==> config.mk <==
export PLATFORM = sky130hd
export DESIGN_NAME = alu_operand_loader
export DESIGN_NICKNAME = d
export VERILOG_FILES = /design/src/rtl/alu_operand_loader.sv
export SDC_FILE = /design/constraint.sdc
export NUM_CORES = 1
export LEC_CHECK = 0
export ABC_AREA = 1
export CAP_MARGIN = 20
export CORE_MARGIN = 2
export CORE_UTILIZATION = 42
export CTS_CLUSTER_SIZE = 24
export DETAILED_ROUTE_END_ITERATION = 8
export PLACE_DENSITY = 0.85
export RECOVER_POWER = 25
export SETUP_SLACK_MARGIN = 0.02
export SLEW_MARGIN = 0
export SYNTH_ARGS = -nofsm -noshare
export SYNTH_HDL_FRONTEND = slang
export SYNTH_SLANG_ARGS = --single-unit
export TNS_END_PERCENT = 100
==> constraint.sdc <==
create_clock -name clk -period 1.5 [get_ports clk]
set_input_delay 0.3 -clock clk [delete_from_list [all_inputs] [get_ports clk]]
set_output_delay 0.3 -clock clk [all_outputs]
set_load 0.01 [all_outputs]
==> src/rtl/alu_operand_loader.sv <==
// Byte-serial front end for the 16-bit ALU: gathers a 4-byte framed stream into
// operands A/B, holds them until consumed, and resynchronises after malformed frames.
module alu_operand_loader #(
    parameter int WIDTH = 16
) (
    input  logic             clk,
    input  logic             rst,
    input  logic [7:0]       in_byte,
    input  logic             in_valid,
    input  logic             in_last,
    output logic             in_ready,
    output logic [WIDTH-1:0] op_a,
    output logic [WIDTH-1:0] op_b,
    output logic             op_valid,
    input  logic             op_ready,
    output logic             frame_err,
    output logic [7:0]       frame_cnt
);

    typedef enum logic [1:0] {
        ST_LOAD    = 2'd0,
        ST_PRESENT = 2'd1,
        ST_DRAIN   = 2'd2
    } state_t;

    state_t          state_q;
    logic [1:0]      idx_q;
    logic            frame_err_q;
    logic [7:0]      frame_cnt_q;
    logic [3:0][7:0] slot_bytes;

    logic accept;
    logic load_wr;
    logic load_clr;

    assign in_ready = !rst && (state_q != ST_PRESENT);
    assign accept   = in_valid && in_ready;

    // A frame is malformed exactly when in_last disagrees with "this is slot 3".
    always_comb begin
        load_wr  = 1'b0;
        load_clr = 1'b0;
        if (accept && (state_q == ST_LOAD)) begin
            if (in_last != (idx_q == 2'd3)) begin
                load_clr = 1'b1;
            end else begin
                load_wr = 1'b1;
            end
        end
    end

    genvar gi;
    generate
        for (gi = 0; gi < 4; gi++) begin : g_slot
            logic [7:0] byte_q;

            always_ff @(posedge clk or posedge rst) begin
                if (rst) begin
                    byte_q <= 8'h00;
                end else if (load_clr) begin
                    byte_q <= 8'h00;
                end else if (load_wr && (idx_q == 2'(gi))) begin
                    byte_q <= in_byte;
                end
            end

            assign slot_bytes[gi] = byte_q;
        end
    endgenerate

    always_ff @(posedge clk or posedge rst) begin
        if (rst) begin
            state_q     <= ST_LOAD;
            idx_q       <= 2'd0;
            frame_err_q <= 1'b0;
            frame_cnt_q <= 8'd0;
        end else begin
            frame_err_q <= 1'b0;
            case (state_q)
                ST_LOAD: begin
                    if (load_clr) begin
                        frame_err_q <= 1'b1;
                        idx_q       <= 2'd0;
                        // Short frames end here; long frames still have bytes to discard.
                        state_q     <= in_last ? ST_LOAD : ST_DRAIN;
                    end else if (load_wr) begin
                        idx_q <= idx_q + 2'd1;
                        if (in_last) begin
                            state_q <= ST_PRESENT;
                        end
                    end
                end
                ST_PRESENT: begin
                    if (op_ready) begin
                        state_q     <= ST_LOAD;
                        idx_q       <= 2'd0;
                        frame_cnt_q <= frame_cnt_q + 8'd1;
                    end
                end
                ST_DRAIN: begin
                    if (accept && in_last) begin
                        state_q <= ST_LOAD;
                        idx_q   <= 2'd0;
                    end
                end
                default: begin
                    state_q <= ST_LOAD;
                    idx_q   <= 2'd0;
                end
            endcase
        end
    end

    assign op_a      = {slot_bytes[1], slot_bytes[0]};
    assign op_b      = {slot_bytes[3], slot_bytes[2]};
    assign op_valid  = (state_q == ST_PRESENT);
    assign frame_err = frame_err_q;
    assign frame_cnt = frame_cnt_q;

endmodule

After elaboration in Yosys (flattened, before gate mapping)
Cells that the tools add are included.
{ "word_totals": {"regBits": 45, "inputBits": 13} }
{ "classes": {"n_reduce_logical": 18, "mux": 24, "n_eq_ne": 11, "addsub": 2} }
{ "op_table": {"columns": ["cell", "count"], "rows": [
  ["8-bit 2-to-1 mux", 8],
  ["2-bit 2-to-1 mux", 8],
  ["2-bit case mux with 3 select lines", 2],
  ["8-bit by 1-bit adder with 8-bit output, second input constant", 1],
  ["1-bit logical AND", 8],
  ["2-bit nonzero test", 4],
  ["2-bit == test, second input constant", 3],
  ["1-bit 2-to-1 mux", 6],
  ["3-bit inequality test, second input constant", 2],
  ["2-bit by 1-bit == test with 1-bit output, second input constant", 2],
  ["2-bit zero test", 2],
  ["2-bit by 1-bit inequality test with 1-bit output, second input constant", 2],
  ["4-bit AND reduction", 1],
  ["3-bit AND reduction", 1],
  ["2-bit by 1-bit adder with 2-bit output, second input constant", 1],
  ["2-bit inequality test, second input constant", 1],
  ["2-bit AND reduction", 1],
  ["1-bit zero test", 1],
  ["1-bit inequality test", 1]
]} }

Depth between registers and ports, before layout
{ "logic_depth": {"depth_word": 8, "depth_mapped": 9} }

Least setup slack after synthesis
Ideal clock, no wire load.
{ "synth_timing": {"path_kind": "input -> register", "startpoint": "in rst", "endpoint": "reg g_slot[3].byte_q[2]", "cell_stages": 7, "path_slack_ps": -776, "setup_ps": 134, "arrival_ps": 2143, "path_buffers": 1, "cell_sequence": "inv_1 > nand4_1 > inv_2 > o21ai_2 > buf_6 > nand2_1 > o21ai_0"} }
{ "synth_via": {"elab_chain_len": 7, "elab_cells_between_ends": 9, "cone_classes": "mux (3); reduce/logical (6)"} }
{ "synth_lines": {"columns": ["element", "line_no", "text"], "rows": [
  ["start, declared", "7", "input logic rst,"],
  ["1-bit zero test (no line) *", null, null],
  ["1-bit logical AND *", "36", "assign in_ready = !rst && (state_q != ST_PRESENT);"],
  ["1-bit logical AND *", "37", "assign accept = in_valid && in_ready;"],
  ["1-bit logical AND *", "43", "if (accept && (state_q == ST_LOAD)) begin"],
  ["1-bit 2-to-1 mux", "43", null],
  ["1-bit logical AND", "62", "end else if (load_wr && (idx_q == 2'(gi))) begin"],
  ["2-bit nonzero test (no line)", null, null],
  ["end signal, assigned", "63", "byte_q <= in_byte;"],
  ["end, declared", "55", "logic [7:0] byte_q;"]
]} }
Mark *: on every way between the ends. The rest lies on a longest branch, timed or not.
A chain may end at the register's enable or synchronous reset.

Worst setup path in the final report
{ "layout_timing": {"startpoint": "reg idx_q[0]", "endpoint": "reg g_slot[0].byte_q[2]"} }
{ "layout_via": {"elab_chain_len": 6, "elab_cells_between_ends": 10, "cone_classes": "eq/ne (2); mux (5); reduce/logical (3)"} }
{ "layout_lines": {"columns": ["element", "line_no", "text"], "rows": [
  ["start, declared", "27", "logic [1:0] idx_q;"],
  ["start signal, assigned", "87", "idx_q <= idx_q + 2'd1;"],
  ["2-bit == test", "44", "if (in_last != (idx_q == 2'd3)) begin"],
  ["1-bit inequality test", "44", null],
  ["1-bit 2-to-1 mux", "44", null],
  ["1-bit 2-to-1 mux", "43", null],
  ["1-bit logical AND", "62", null],
  ["2-bit nonzero test (no line)", null, null],
  ["end signal, assigned", "63", null],
  ["end, declared", "55", null]
]} }
Several ways; a longest one is shown, not always the timed one.

==> results.toml <==
[global_route]
grt_remaining_overflow = 0
grt_max_degree = 46
grt_util_all_layers_pct = 20.3
antenna_found_initial = 0
grt_pass1_vias = 1757
grt_pass1_wl_um = 8160

[sta]
timing.fmax_mhz = 689
rsz0062_at_grt = "true"
hold_viol_final = 0
hold_ws_ns = 0.485
relSlewSlack_pct = 26.6
finalClockSkew_ns = 0.00640
layout_min_cycle_time_ns = 1.45
slew_viol_final = 0
setup_viol = 0
fin_crit_sh_pct = 96.7
tightest_slew_ns = 1.10

[floorplan]
die-area_mm2 = 0.00520
start_util_pct = 44.2
die_h_um = 72.1
io_pins = 56
die_w_um = 72.1
row_count = 24
core_area_mm2 = 0.00441

[placement]
dp_hpwl_um = 3420
placed_cells_incl_taps = 322
port_buffers = 55
place.gp.congestion = 0.820

[cts]
cts_tree = "built"
cts-root-buf = "clkbuf_8"
clk_latency_ns = 0.30
clk_transition_reported_paths_ns = 0.09
cts_buffers = 5
clockBufferDepth = 2
cts.sinks = 45
hold_buffers = 0
ctsHtreeMaxLevel = 2

[synth]
synth_area_leaders = "dfrtp_1 58%, nand2_1 12%, o21ai_0 6.2%"
syn-num-nets = 217
netlist_instances = 199
yosysUniqueCellTypes = 21
yosys_warnings = 0
synth_area_mm2 = 0.00195
post_synth.cell_area_avg_um2 = 9.80
ys_ff_latch = 45
yosys.area.top_type = "dfrtp_1"
yosysTopAreaCellShare_pct = 57.8
synth-seq-area-share_pct = 57.8

[min_path]
hp-class = "reg -> reg"

[finish]
nets = 307
area_growth_pct = 50.9
num-fill-cells = 339
fin_cells = 342
layout_commonest_cell = "nand2_1"
drive_gt1_share_pct = 25.9
final_cell_mix = "50 x nand2_1, 45 x dfrtp_1, 41 x dlygate4sd2_1, 24 x buf_4, 22 x o21ai_1"
num_antenna_cells = 0

[detailed_routing]
first_iter_violations = 120
drc_errors = 0
drt-pass1-iter-count = 4
ant_nets = 0
vias = 1743
wl_um = 5210
vias_per_cell = 5.10
routedWlPerCell_um = 15.2

[worst_setup_path]
crit_arrival_ns = 1.67
endpoint_kind = "register"
crit_required_ns = 1.72
crit_fanout = 8
crit_type = "reg -> reg"
cp-start-kind = "register"

[power]
peakVddDrop_uv = 787
p_leak_nw = 1.53
power.density_mw_per_mm2 = 1730

[run]
maxCapViolCount = 0

[status]
status = "complete, no violations"
[layer usage]
| layer | track usage (%) | part of all wire [%] |
|---|---|---|
| met1 | 25.0 | 40 |
| met2 | 34.4 | 52 |
| met3 | 3.33 | 4.4 |
| met4 | 10.5 | 2.9 |
| met5 | 0 | 0 |
[final cells by class]
type	instances	area, um^2	area share (%)
timing repair buffer	86	758	25.8
sequential	45	1130	38.3
tap	52	65.1	2.21
clock inverter	2	38.8	1.32
inverter	18	76.3	2.59
multi-input combinational	133	805	27.4
clock buffer	6	72.6	2.47
[critical path, cell delays in order (launching register included)]
cell and delay (ns):
dfrtp_1 0.42, ha_4 0.20, nor2_4 0.11, nor2_4 0.06, buf_6 0.13, o21ai_4 0.25, nand2_1 0.12, o21ai_1 0.10
[report_power, final]
group	total [mW]	internal (mW)	switching, mW
logic	2.20	1.04	1.17
clock network	0.911	0.500	0.410
registers	1.99	1.70	0.289
total	5.10	3.24	1.86
[metrics by stage]
stage / utilization [%] / setup slack (ns) / TNS (ns) / power [mW] / cell area [um^2]
after floorplan: - / -0.335 / -10.97 / 3.00 / 1970
after global placement: 61.4 / -0.258 / -6.04 / 4.22 / 2710
after detailed placement: 61.4 / -0.292 / -8.46 / 4.32 / 2710
after CTS: 64.8 / 0.0169 / 0 / 5.01 / 2860
after global routing: 66.6 / -0.0298 / -0.125 / 5.42 / 2940
final: 66.6 / 0.0491 / 0 / 5.10 / 2940
[cell usage after synthesis (all sizes together)]
master,instances
nand3b,1
nand2,63
inv,18
buf,4
xnor2,1
or2,1
dfrtp,45
nand4,3
nor2,7
nand3,7
nor3,1
xor2,4
o21ai,39
ha,5
[state kept, by name (all words and copies together), names as in the netlist]
name / count
frame_err: 1
g_slot.byte_q: 32
frame_cnt: 8
idx_q: 2
state_q: 2
[path summary, 6_finish.rpt]
check,to,startpoint,cells after the start,slack [ns]
hold reg to reg,g_slot[3].byte_q[3],g_slot[3].byte_q[3],2,0.48
setup / recovery,g_slot[0].byte_q[2],idx_q[0],7,0.05
min in group asynchronous,g_slot[3].byte_q[2],rst,4,0.57
hold / removal,g_slot[3].byte_q[3],g_slot[3].byte_q[3],2,0.48
max in group asynchronous,g_slot[3].byte_q[0],rst,4,0.25
setup reg to reg,g_slot[0].byte_q[2],idx_q[0],7,0.05
[logic make-up after synthesis]
kind of cell | share of synthesized area, %
XOR/XNOR | 2.25
adder cells (fa/ha/maj) | 3.21
AND/OR/NAND/NOR | 18.1
buffers and inverters | 5.78
flip-flops | 57.8
AO/OA/AOI/OAI | 12.9
[timing repair]
action,4_1_cts,5_1_grt
resized for setup,54,33
pin swaps,2,8
cloned,1,0
setup buffers,8,3
setup endpoints to repair,75,35
Power figures use the tool's default switching activity.
